===== config.mk =====
export PLATFORM = sky130hd
export DESIGN_NAME = dma_burst_writer_flat
export DESIGN_NICKNAME = d
export VERILOG_FILES = /design/src/rtl/dma_burst_writer_if.sv /design/src/rtl/dma_burst_writer.sv /design/src/flat_wrapper.sv
export SDC_FILE = /design/constraint.sdc
export NUM_CORES = 1
export LEC_CHECK = 0
export BUFFER_PORTS_ARGS = -buffer_cell sky130_fd_sc_hd__buf_4
export CAP_MARGIN = 30
export CORE_MARGIN = 1
export CORE_UTILIZATION = 45
export DETAILED_ROUTE_END_ITERATION = 6
export PLACE_DENSITY = 0.66
export SYNTH_ARGS = -nofsm -noshare
export SYNTH_HDL_FRONTEND = slang
export SYNTH_SLANG_ARGS = --single-unit

===== constraint.sdc =====
create_clock -name clk -period 3.8 [get_ports clk]
set_clock_uncertainty 0.15 [all_clocks]
set_input_delay 0.19 -clock clk [delete_from_list [all_inputs] [get_ports clk]]
set_output_delay 0.19 -clock clk [all_outputs]
set_load 0.02 [all_outputs]

===== src/rtl/dma_burst_writer_if.sv =====
// Memory write channel between dma_burst_writer and the memory port:
// address, data and response handshakes (mem_bresp only with DMA_WR_ERR_EN).
interface dma_burst_writer_if #(
  parameter int DATA_WIDTH = 8,
  parameter int ADDR_WIDTH = 32,
  parameter int MAX_BURST  = 8
);
  localparam int AWLEN_W = $clog2(MAX_BURST);

  logic                  mem_awvalid;
  logic                  mem_awready;
  logic [ADDR_WIDTH-1:0] mem_awaddr;
  logic [AWLEN_W-1:0]    mem_awlen;
  logic                  mem_wvalid;
  logic                  mem_wready;
  logic [DATA_WIDTH-1:0] mem_wdata;
  logic                  mem_wlast;
  logic                  mem_bvalid;
  logic                  mem_bready;
`ifdef DMA_WR_ERR_EN
  logic [1:0]            mem_bresp;

  modport master (
    output mem_awvalid, mem_awaddr, mem_awlen,
    input  mem_awready,
    output mem_wvalid, mem_wdata, mem_wlast,
    input  mem_wready,
    input  mem_bvalid, mem_bresp,
    output mem_bready
  );

  modport slave (
    input  mem_awvalid, mem_awaddr, mem_awlen,
    output mem_awready,
    input  mem_wvalid, mem_wdata, mem_wlast,
    output mem_wready,
    output mem_bvalid, mem_bresp,
    input  mem_bready
  );
`else
  modport master (
    output mem_awvalid, mem_awaddr, mem_awlen,
    input  mem_awready,
    output mem_wvalid, mem_wdata, mem_wlast,
    input  mem_wready,
    input  mem_bvalid,
    output mem_bready
  );

  modport slave (
    input  mem_awvalid, mem_awaddr, mem_awlen,
    output mem_awready,
    input  mem_wvalid, mem_wdata, mem_wlast,
    output mem_wready,
    output mem_bvalid,
    input  mem_bready
  );
`endif
endinterface


===== src/rtl/dma_burst_writer.sv =====
// Drains the DMA data FIFO into address/data/response write bursts of up to MAX_BURST beats.
// Define DMA_WR_ERR_EN to add mem_bresp checking with a sticky wr_err flag.
module dma_burst_writer #(
  parameter int DATA_WIDTH = 8,
  parameter int ADDR_WIDTH = 32,
  parameter int LEN_WIDTH  = 16,
  parameter int MAX_BURST  = 8
) (
  input  logic                  clk,
  input  logic                  rst,
  input  logic                  start,
  input  logic [ADDR_WIDTH-1:0] dst_addr,
  input  logic [LEN_WIDTH-1:0]  xfer_len,
  output logic                  busy,
  output logic                  done,
  input  logic                  fifo_empty,
  output logic                  fifo_r_en,
  input  logic [DATA_WIDTH-1:0] fifo_data,
`ifdef DMA_WR_ERR_EN
  output logic [0:0]            wr_err,
`endif
  dma_burst_writer_if.master    mem
);
  localparam int CNT_W   = $clog2(MAX_BURST) + 1;
  localparam int AWLEN_W = $clog2(MAX_BURST);
  localparam int BYTES   = DATA_WIDTH / 8;

  typedef enum logic [2:0] {IDLE, AW, W, B, DONE} state_t;

  state_t                state;
  logic [ADDR_WIDTH-1:0] cur_addr;
  logic [LEN_WIDTH-1:0]  remaining;
  logic [CNT_W-1:0]      burst_beats;
  logic [CNT_W-1:0]      fetched;
  logic [CNT_W-1:0]      sent;
  logic [DATA_WIDTH-1:0] buf0;
  logic [DATA_WIDTH-1:0] buf1;
  logic [1:0]            occ;
  logic                  in_flight;
  logic                  awvalid_q;
  logic                  bready_q;
  logic                  busy_q;
  logic                  done_q;

  logic                  w_fire;
  logic                  b_err;
  logic [2:0]            level;
  logic [LEN_WIDTH-1:0]  rem_next;
  logic [ADDR_WIDTH-1:0] addr_next;

  function automatic logic [CNT_W-1:0] burst_size(input logic [LEN_WIDTH-1:0] rem);
    if (rem >= LEN_WIDTH'(MAX_BURST)) return CNT_W'(MAX_BURST);
    return CNT_W'(rem);
  endfunction

  assign mem.mem_awvalid = awvalid_q;
  assign mem.mem_awaddr  = cur_addr;
  assign mem.mem_awlen   = AWLEN_W'(burst_beats - CNT_W'(1));
  assign mem.mem_wvalid  = (occ != 2'd0);
  assign mem.mem_wdata   = buf0;
  assign mem.mem_wlast   = (occ != 2'd0) && (sent == burst_beats - CNT_W'(1));
  assign mem.mem_bready  = bready_q;
  assign busy            = busy_q;
  assign done            = done_q;

  assign w_fire    = mem.mem_wvalid && mem.mem_wready;
  assign rem_next  = remaining - LEN_WIDTH'(burst_beats);
  assign addr_next = cur_addr + ADDR_WIDTH'(burst_beats) * ADDR_WIDTH'(BYTES);

  // The beat leaving this cycle frees its slot now, so a read may overlap the
  // departure; without that the 2-entry buffer could not sustain one beat/cycle.
  assign level     = 3'(occ) + 3'(in_flight) - 3'(w_fire);
  assign fifo_r_en = (state == W) && !fifo_empty && (fetched < burst_beats) && (level < 3'd2);

`ifdef DMA_WR_ERR_EN
  assign b_err = (mem.mem_bresp != 2'b00);
`else
  assign b_err = 1'b0;
`endif

  always_ff @(posedge clk) begin
    if (rst) begin
      state       <= IDLE;
      cur_addr    <= '0;
      remaining   <= '0;
      burst_beats <= '0;
      fetched     <= '0;
      sent        <= '0;
      buf0        <= '0;
      buf1        <= '0;
      occ         <= '0;
      in_flight   <= 1'b0;
      awvalid_q   <= 1'b0;
      bready_q    <= 1'b0;
      busy_q      <= 1'b0;
      done_q      <= 1'b0;
    end else begin
      done_q    <= 1'b0;
      in_flight <= fifo_r_en;
      if (fifo_r_en) fetched <= fetched + CNT_W'(1);
      if (w_fire)    sent    <= sent + CNT_W'(1);

      // Skid buffer: buf0 is the head; returning read data fills the first free slot.
      unique case ({in_flight, w_fire})
        2'b10: begin
          if (occ == 2'd0) buf0 <= fifo_data;
          else             buf1 <= fifo_data;
          occ <= occ + 2'd1;
        end
        2'b01: begin
          buf0 <= buf1;
          occ  <= occ - 2'd1;
        end
        2'b11: begin
          if (occ == 2'd1) begin
            buf0 <= fifo_data;
          end else begin
            buf0 <= buf1;
            buf1 <= fifo_data;
          end
        end
        default: ;
      endcase

      unique case (state)
        IDLE: if (start) begin
          cur_addr  <= dst_addr;
          remaining <= xfer_len;
          if (xfer_len == '0) begin
            state  <= DONE;
            done_q <= 1'b1;
          end else begin
            state       <= AW;
            busy_q      <= 1'b1;
            awvalid_q   <= 1'b1;
            burst_beats <= burst_size(xfer_len);
          end
        end
        AW: if (mem.mem_awready) begin
          awvalid_q <= 1'b0;
          fetched   <= '0;
          sent      <= '0;
          state     <= W;
        end
        W: if (w_fire && mem.mem_wlast) begin
          bready_q <= 1'b1;
          state    <= B;
        end
        B: if (mem.mem_bvalid) begin
          bready_q  <= 1'b0;
          remaining <= rem_next;
          cur_addr  <= addr_next;
          if (b_err || rem_next == '0) begin
            state  <= DONE;
            done_q <= 1'b1;
            busy_q <= 1'b0;
          end else begin
            state       <= AW;
            awvalid_q   <= 1'b1;
            burst_beats <= burst_size(rem_next);
          end
        end
        DONE: state <= IDLE;
        default: state <= IDLE;
      endcase
    end
  end

`ifdef DMA_WR_ERR_EN
  always_ff @(posedge clk) begin
    if (rst)                                          wr_err <= '0;
    else if (state == IDLE && start)                  wr_err <= '0;
    else if (state == B && mem.mem_bvalid && b_err)   wr_err <= 1'b1;
  end
`endif
endmodule

===== src/flat_wrapper.sv =====
// flat-port wrapper written by rule: the top's interface ports become plain ports
module dma_burst_writer_flat 
#(
  parameter int DATA_WIDTH = 8,
  parameter int ADDR_WIDTH = 32,
  parameter int LEN_WIDTH  = 16,
  parameter int MAX_BURST  = 8
)
  (clk, rst, start, dst_addr, xfer_len, busy, done, fifo_empty, fifo_r_en, fifo_data, mem_mem_awvalid, mem_mem_awaddr, mem_mem_awlen, mem_mem_awready, mem_mem_wvalid, mem_mem_wdata, mem_mem_wlast, mem_mem_wready, mem_mem_bvalid, mem_mem_bready);
  dma_burst_writer_if #(.DATA_WIDTH(DATA_WIDTH), .ADDR_WIDTH(ADDR_WIDTH), .MAX_BURST(MAX_BURST)) mem_i ();
  input  logic clk;
  input  logic rst;
  input  logic start;
  input  logic [ADDR_WIDTH-1:0] dst_addr;
  input  logic [LEN_WIDTH-1:0] xfer_len;
  output logic busy;
  output logic done;
  input  logic fifo_empty;
  output logic fifo_r_en;
  input  logic [DATA_WIDTH-1:0] fifo_data;
  output wire logic [$bits(mem_i.mem_awvalid)-1:0] mem_mem_awvalid;
  output wire logic [$bits(mem_i.mem_awaddr)-1:0] mem_mem_awaddr;
  output wire logic [$bits(mem_i.mem_awlen)-1:0] mem_mem_awlen;
  input wire logic [$bits(mem_i.mem_awready)-1:0] mem_mem_awready;
  output wire logic [$bits(mem_i.mem_wvalid)-1:0] mem_mem_wvalid;
  output wire logic [$bits(mem_i.mem_wdata)-1:0] mem_mem_wdata;
  output wire logic [$bits(mem_i.mem_wlast)-1:0] mem_mem_wlast;
  input wire logic [$bits(mem_i.mem_wready)-1:0] mem_mem_wready;
  input wire logic [$bits(mem_i.mem_bvalid)-1:0] mem_mem_bvalid;
  output wire logic [$bits(mem_i.mem_bready)-1:0] mem_mem_bready;
  assign mem_mem_awvalid = mem_i.mem_awvalid;
  assign mem_mem_awaddr = mem_i.mem_awaddr;
  assign mem_mem_awlen = mem_i.mem_awlen;
  assign mem_i.mem_awready = mem_mem_awready;
  assign mem_mem_wvalid = mem_i.mem_wvalid;
  assign mem_mem_wdata = mem_i.mem_wdata;
  assign mem_mem_wlast = mem_i.mem_wlast;
  assign mem_i.mem_wready = mem_mem_wready;
  assign mem_i.mem_bvalid = mem_mem_bvalid;
  assign mem_mem_bready = mem_i.mem_bready;
  dma_burst_writer #(.DATA_WIDTH(DATA_WIDTH), .ADDR_WIDTH(ADDR_WIDTH), .LEN_WIDTH(LEN_WIDTH), .MAX_BURST(MAX_BURST)) u_core (.clk(clk), .rst(rst), .start(start), .dst_addr(dst_addr), .xfer_len(xfer_len), .busy(busy), .done(done), .fifo_empty(fifo_empty), .fifo_r_en(fifo_r_en), .fifo_data(fifo_data), .mem(mem_i));
endmodule

# Word-level counts from Yosys, hierarchy flattened

Index checks and enable logic that the tools add are counted.

Input bits: 63
Logic and storage cells: 133
Register bits: 86
Output and inout port bits: 50

Multiplexer cells: 62
Magnitude comparators: 4
Reduce and logical (&&, ||, !) cells: 26
Eq/ne operators: 18
Add/sub/neg operators: 9

Operator list:

| operator            | count |
|---|---|
| $mux 32             | 2 |
| $pmux 32 s2         | 1 |
| $mux 4              | 14 |
| $add 32x4->32       | 1 |
| $ge 16x4->1 const B | 2 |
| $logic_not 16->1    | 2 |
| $mux 16             | 2 |
| $mux 8              | 4 |
| $pmux 16 s2         | 1 |
| $pmux 8 s3          | 1 |
| $mux 1              | 23 |
| $mux 3              | 6 |
| $ne 2x2->1 const B  | 8 |
| $pmux 8 s2          | 1 |
| $sub 16x4->16       | 1 |
| $pmux 3 s4          | 1 |
| $reduce_and 5->1    | 2 |
| $reduce_bool 2->1   | 5 |
| $reduce_and 3->1    | 3 |
| $add 4x1->4 const B | 2 |
| $pmux 4 s2          | 1 |
| $eq 3x2->1 const B  | 2 |
| $logic_and 1x1->1   | 6 |
| $pmux 1 s2          | 3 |
| other kinds (21)    | 25 |

# Depth between registers and ports, before layout

Depth in word-level cells: 11
Depth in mapped cells: 13
Mapped depth without buffers: 12

# Worst setup path before layout

Ideal clock, no wire load.

Path type: register -> register
Start point: reg u_core.occ[1]
End point: reg u_core.fetched[3]
Data arrival time: 3042 ps
Data required time: 3514 ps
Library setup time: 136 ps
Clock period less this slack: 3328 ps
Buffers on the path: 1
Cell stages (with the launch flop): 14
Path slack: 472 ps
Cells stage by stage: dfxtp_1 inv_1 ha_1 nor2b_1 clkbuf_1 ha_1 nand2b_1 fa_1 xnor2_1 nand4_1 a21oi_1 nand4_1 xor2_1 nor2_1

Longest elaborated chain between the ends: 8
Elaborated cells between the ends (all ways): 9
Those cells by class: 2 x add/sub; 1 x order compare; 3 x mux; 3 x reduce/logical

RTL lines:

| what                                                | line                    | text |
|---|---|---|
| from (decl)                                         | dma_burst_writer.sv:38  | `logic [1:0] occ;` |
| from (signal assigned)                              | dma_burst_writer.sv:108 | `occ <= occ + 2'd1;` |
| from (signal assigned)                              | dma_burst_writer.sv:112 | `occ <= occ - 2'd1;` |
| branches (longest 2 deep; another with $add 2x1->3) | n/a                     |  |
| $sub 3x1->3 *                                       | dma_burst_writer.sv:72  | `assign level = 3'(occ) + 3'(in_flight) - 3'(w_fire);` |
| $lt 3x2->1 *                                        | dma_burst_writer.sv:73  | `assign fifo_r_en = (state == W) && !fifo_empty && (fetched < burst_beats) && (level < 3'd2);` |
| $logic_and 1x1->1 *                                 | dma_burst_writer.sv:73  |  |
| via fifo_r_en                                       | flat_wrapper.sv:19      | `output logic fifo_r_en;` |
| $mux 4 *                                            | dma_burst_writer.sv:100 | `if (fifo_r_en) fetched <= fetched + CNT_W'(1);` |
| $mux 4                                              | dma_burst_writer.sv:139 | `AW: if (mem.mem_awready) begin` |
| $mux 4 *                                            | dma_burst_writer.sv:125 | `unique case (state)` |
| to (signal assigned)                                | dma_burst_writer.sv:100 |  |
| to (decl)                                           | dma_burst_writer.sv:34  | `logic [CNT_W-1:0] fetched;` |

Mark *: on every way through the listed nets, which the timed path passes.
A chain may end at the register's enable or synchronous reset.

# Worst setup path in the final report

Start point: reg u_core.occ[1]
End point: out fifo_r_en

Longest elaborated chain between the ends: 5
Elaborated cells between the ends (all ways): 6
Those cells by class: 2 x add/sub; 1 x order compare; 3 x reduce/logical

RTL lines:

| what                                                | line |
|---|---|
| branches (longest 2 deep; another with $add 2x1->3) | n/a |
| $sub 3x1->3 *                                       | dma_burst_writer.sv:72 |
| $lt 3x2->1 *                                        | dma_burst_writer.sv:73 |
| $logic_and 1x1->1 *                                 | dma_burst_writer.sv:73 |
| to (decl)                                           | flat_wrapper.sv:19 |

Every way passes the cells marked *.

==> run metrics <==
Syn Nets 764; Layout Cells excl Fill 933; Final Wtd Congestion 0.880; total CTS buffers 9; CP max stage delay 0.49 ns; All-Layer GR Usage 25.7%; flop2flop setup slack 0.57 ns; largest net degree at the start of global routing 79; CTS tree yes; CP Cell Sequence inv_1 > ha_1 > nor2b_1 > buf_4 > ha_1 > nand2b_1 > fa_1 > xnor2_1 > nand4_1 > a21oi_1 > buf_4; Mapped Cells 678; post-route ant nets 0; Initial Util 46.3%; Critical-path top delay cell a21oi_1; drt drc 0; largest area contributor in the netlist dfxtp_1; Cell Area, Synth 0.00528 mm2; CTS Root Cell clkbuf_16; register bit total from synthesis 86; Tcrit/Tclk final 90.8%; vias in the first global route 5,041; Max H-tree Level 3; CP max FO 9; Die Height 110 um; Max VDD drop 276 uV; Slew Viols, Final 0; Post-synth EDFFs 0; core area 0.0114 mm2; top post-synthesis cells by area dfxtp_1, nor2_1, a21oi_1; setup violators final 0; Die ar. 0.0122 mm2; ANT cells 0; P per Cell Area 470 mW/mm2; Cell Rows 39; DRT iter0 DRCs 341; Fmax 290 MHz; postcts setup bufs 0; Leakage Power 2.74 nW; setup TNS 0 ns; Nets 871; Setup crit end kind output port; gr ovfl total 0; Ports 113; pre-CTS WS 0.598 ns; top cells by count, synth nor2_1, dfxtp_1, nand2_1; Worst-Margin Slew 0.990 ns; main flop type after synthesis dfxtp_1; Final Critical Period 3.45 ns; clock insertion delay at the later pin of the skew report 0.35 ns; Inst Count DP 903; layout overhead on the synthesized area 26.7%; # hold bufs at CTS 14; final hold violation count 0; post-DP HPWL 10,600 um; ys async rst share 0%; drt total wl 15,200 um; status completed; Synth top area share 32.6%; Hold Slack 0.0174 ns; post-synthesis sequential area ratio 32.6%; Worst slew margin 33.6%; first-pass GRT wire length 24,300 um; Clk pin slew, worst setup/hold paths 0.07 ns; worst hold path class input pin to flip-flop; Crit Path Class flip-flop to output port; PostCTS Resize Cnt 0; Synth Area per Inst 7.79 um2; WL/cell 16.3 um; Sink Count 86; count leader, synth nor2_1; required time of the critical path 3.46 ns; Synth warnings 0; max-cap violation count 0; post-layout util 58.6%; initial antenna violation count 0; CP startpoint kind flip-flop; fraction of layout cells with a size suffix above 1 19.6%; DR vias 5,469; FF-to-FF path depth 13; Final Worst Setup Slack 0.349 ns; Synth cell types 74; vias per inst 5.86; Die Wd 110 um; Critical Path AT 3.11 ns; Port Buffer Count 112; WHS Path Cells 3; unrepaired setup endpoints after global routing false; DRT Pass-1 Iters 5; Max clock buf depth 2
==> logic make-up after synthesis <==
family	synth area share, %
compound gates	26.4
xor+xnor	3.65
fa+ha+maj	5.88
buf+inv	4.55
flops	32.6
mux	1.90
simple gates	25.0
==> final cells by class <==
cell class | count | area [um2]
timing repair buffer | 135 | 1060
multi-input combinational | 529 | 3320
clock buffer | 11 | 233
clock inverter | 5 | 82.6
sequential | 86 | 1720
fill | 1059 | 4730
tap | 143 | 179
inverter | 24 | 90.1
==> worst max-delay path: cells and delay by family, from the launching register on <==
kind	cells	cell delay, ns
DFF	1	0.39
adders and majority gates	3	0.84
xor gates and xnor gates	1	0.14
AOI/OAI and AO/OA	1	0.49
buffers and inverters	3	0.53
and+or+nand+nor	3	0.38
==> through the flow <==
step	power, mW	area (um2)
4_1_cts	3.16	6690
2_1_floorplan	1.84	5280
3_3_place_gp	2.16	6240
3_5_place_dp	2.18	6240
6_report	3.15	6690
5_1_grt	3.32	6690
==> registers in the layout, indices dropped and copies added, names as in the netlist <==
register and cells:
u_core.occ 2, u_core.in_flight 1, u_core.remaining 16, u_core.mem.mem_awaddr 32
u_core.mem.mem_wdata 8, u_core.fetched 4, u_core.burst_beats 4, u_core.busy 1
u_core.state 3, u_core.buf1 8, u_core.mem.mem_awvalid 1, u_core.done 1
u_core.mem.mem_bready 1, u_core.sent 4
==> layer usage <==
layer	share of wire, %	routed length [um]	global-route usage (%)	vias to the layer above
met5	0	0	0	-
met4	2.0	311	9.96	0
met3	5.2	788	3.41	22
met2	47	7120	41.3	176
met1	46	6980	34.9	2570
li1	-	-	-	2701
==> worst paths after layout <==
kind,from,to
max,u_core.occ[1]$_SDFFE_PP0P_,fifo_r_en
min,dst_addr[27],u_core.mem.mem_awaddr[27]$_SDFFE_PP0P_
max reg2reg,u_core.occ[1]$_SDFFE_PP0P_,u_core.fetched[3]$_SDFF_PP0_
min reg2reg,u_core.remaining[0]$_SDFFE_PP0P_,u_core.remaining[0]$_SDFFE_PP0P_
==> report_power, final <==
group          switching (mW)  internal, mW  leakage (nW)
logic                   0.619         0.454          1.88
registers               0.110          1.00         0.704
clock network           0.378         0.579         0.154
==> cell usage in the layout, fill, tap and decap left out, types with 8 or more instances in the layout <==
cell,netlist,layout
inv_1,24,24
nor3_1,29,29
mux2i_1,10,10
dlygate4sd3_1,0,14
a21o_1,11,11
o21ai_0,31,31
xor2_1,15,15
nand2_1,62,61
a211oi_1,26,26
buf_4,0,120
dfxtp_1,86,86
a21oi_1,51,51
nor2_1,96,95
clkbuf_16,0,9
nand4_1,11,11
ha_1,20,20
a22oi_1,17,17
nand3_1,13,13
nor4_1,11,11
o31ai_1,8,8
Note: power is estimated with default switching activity, not from simulation.
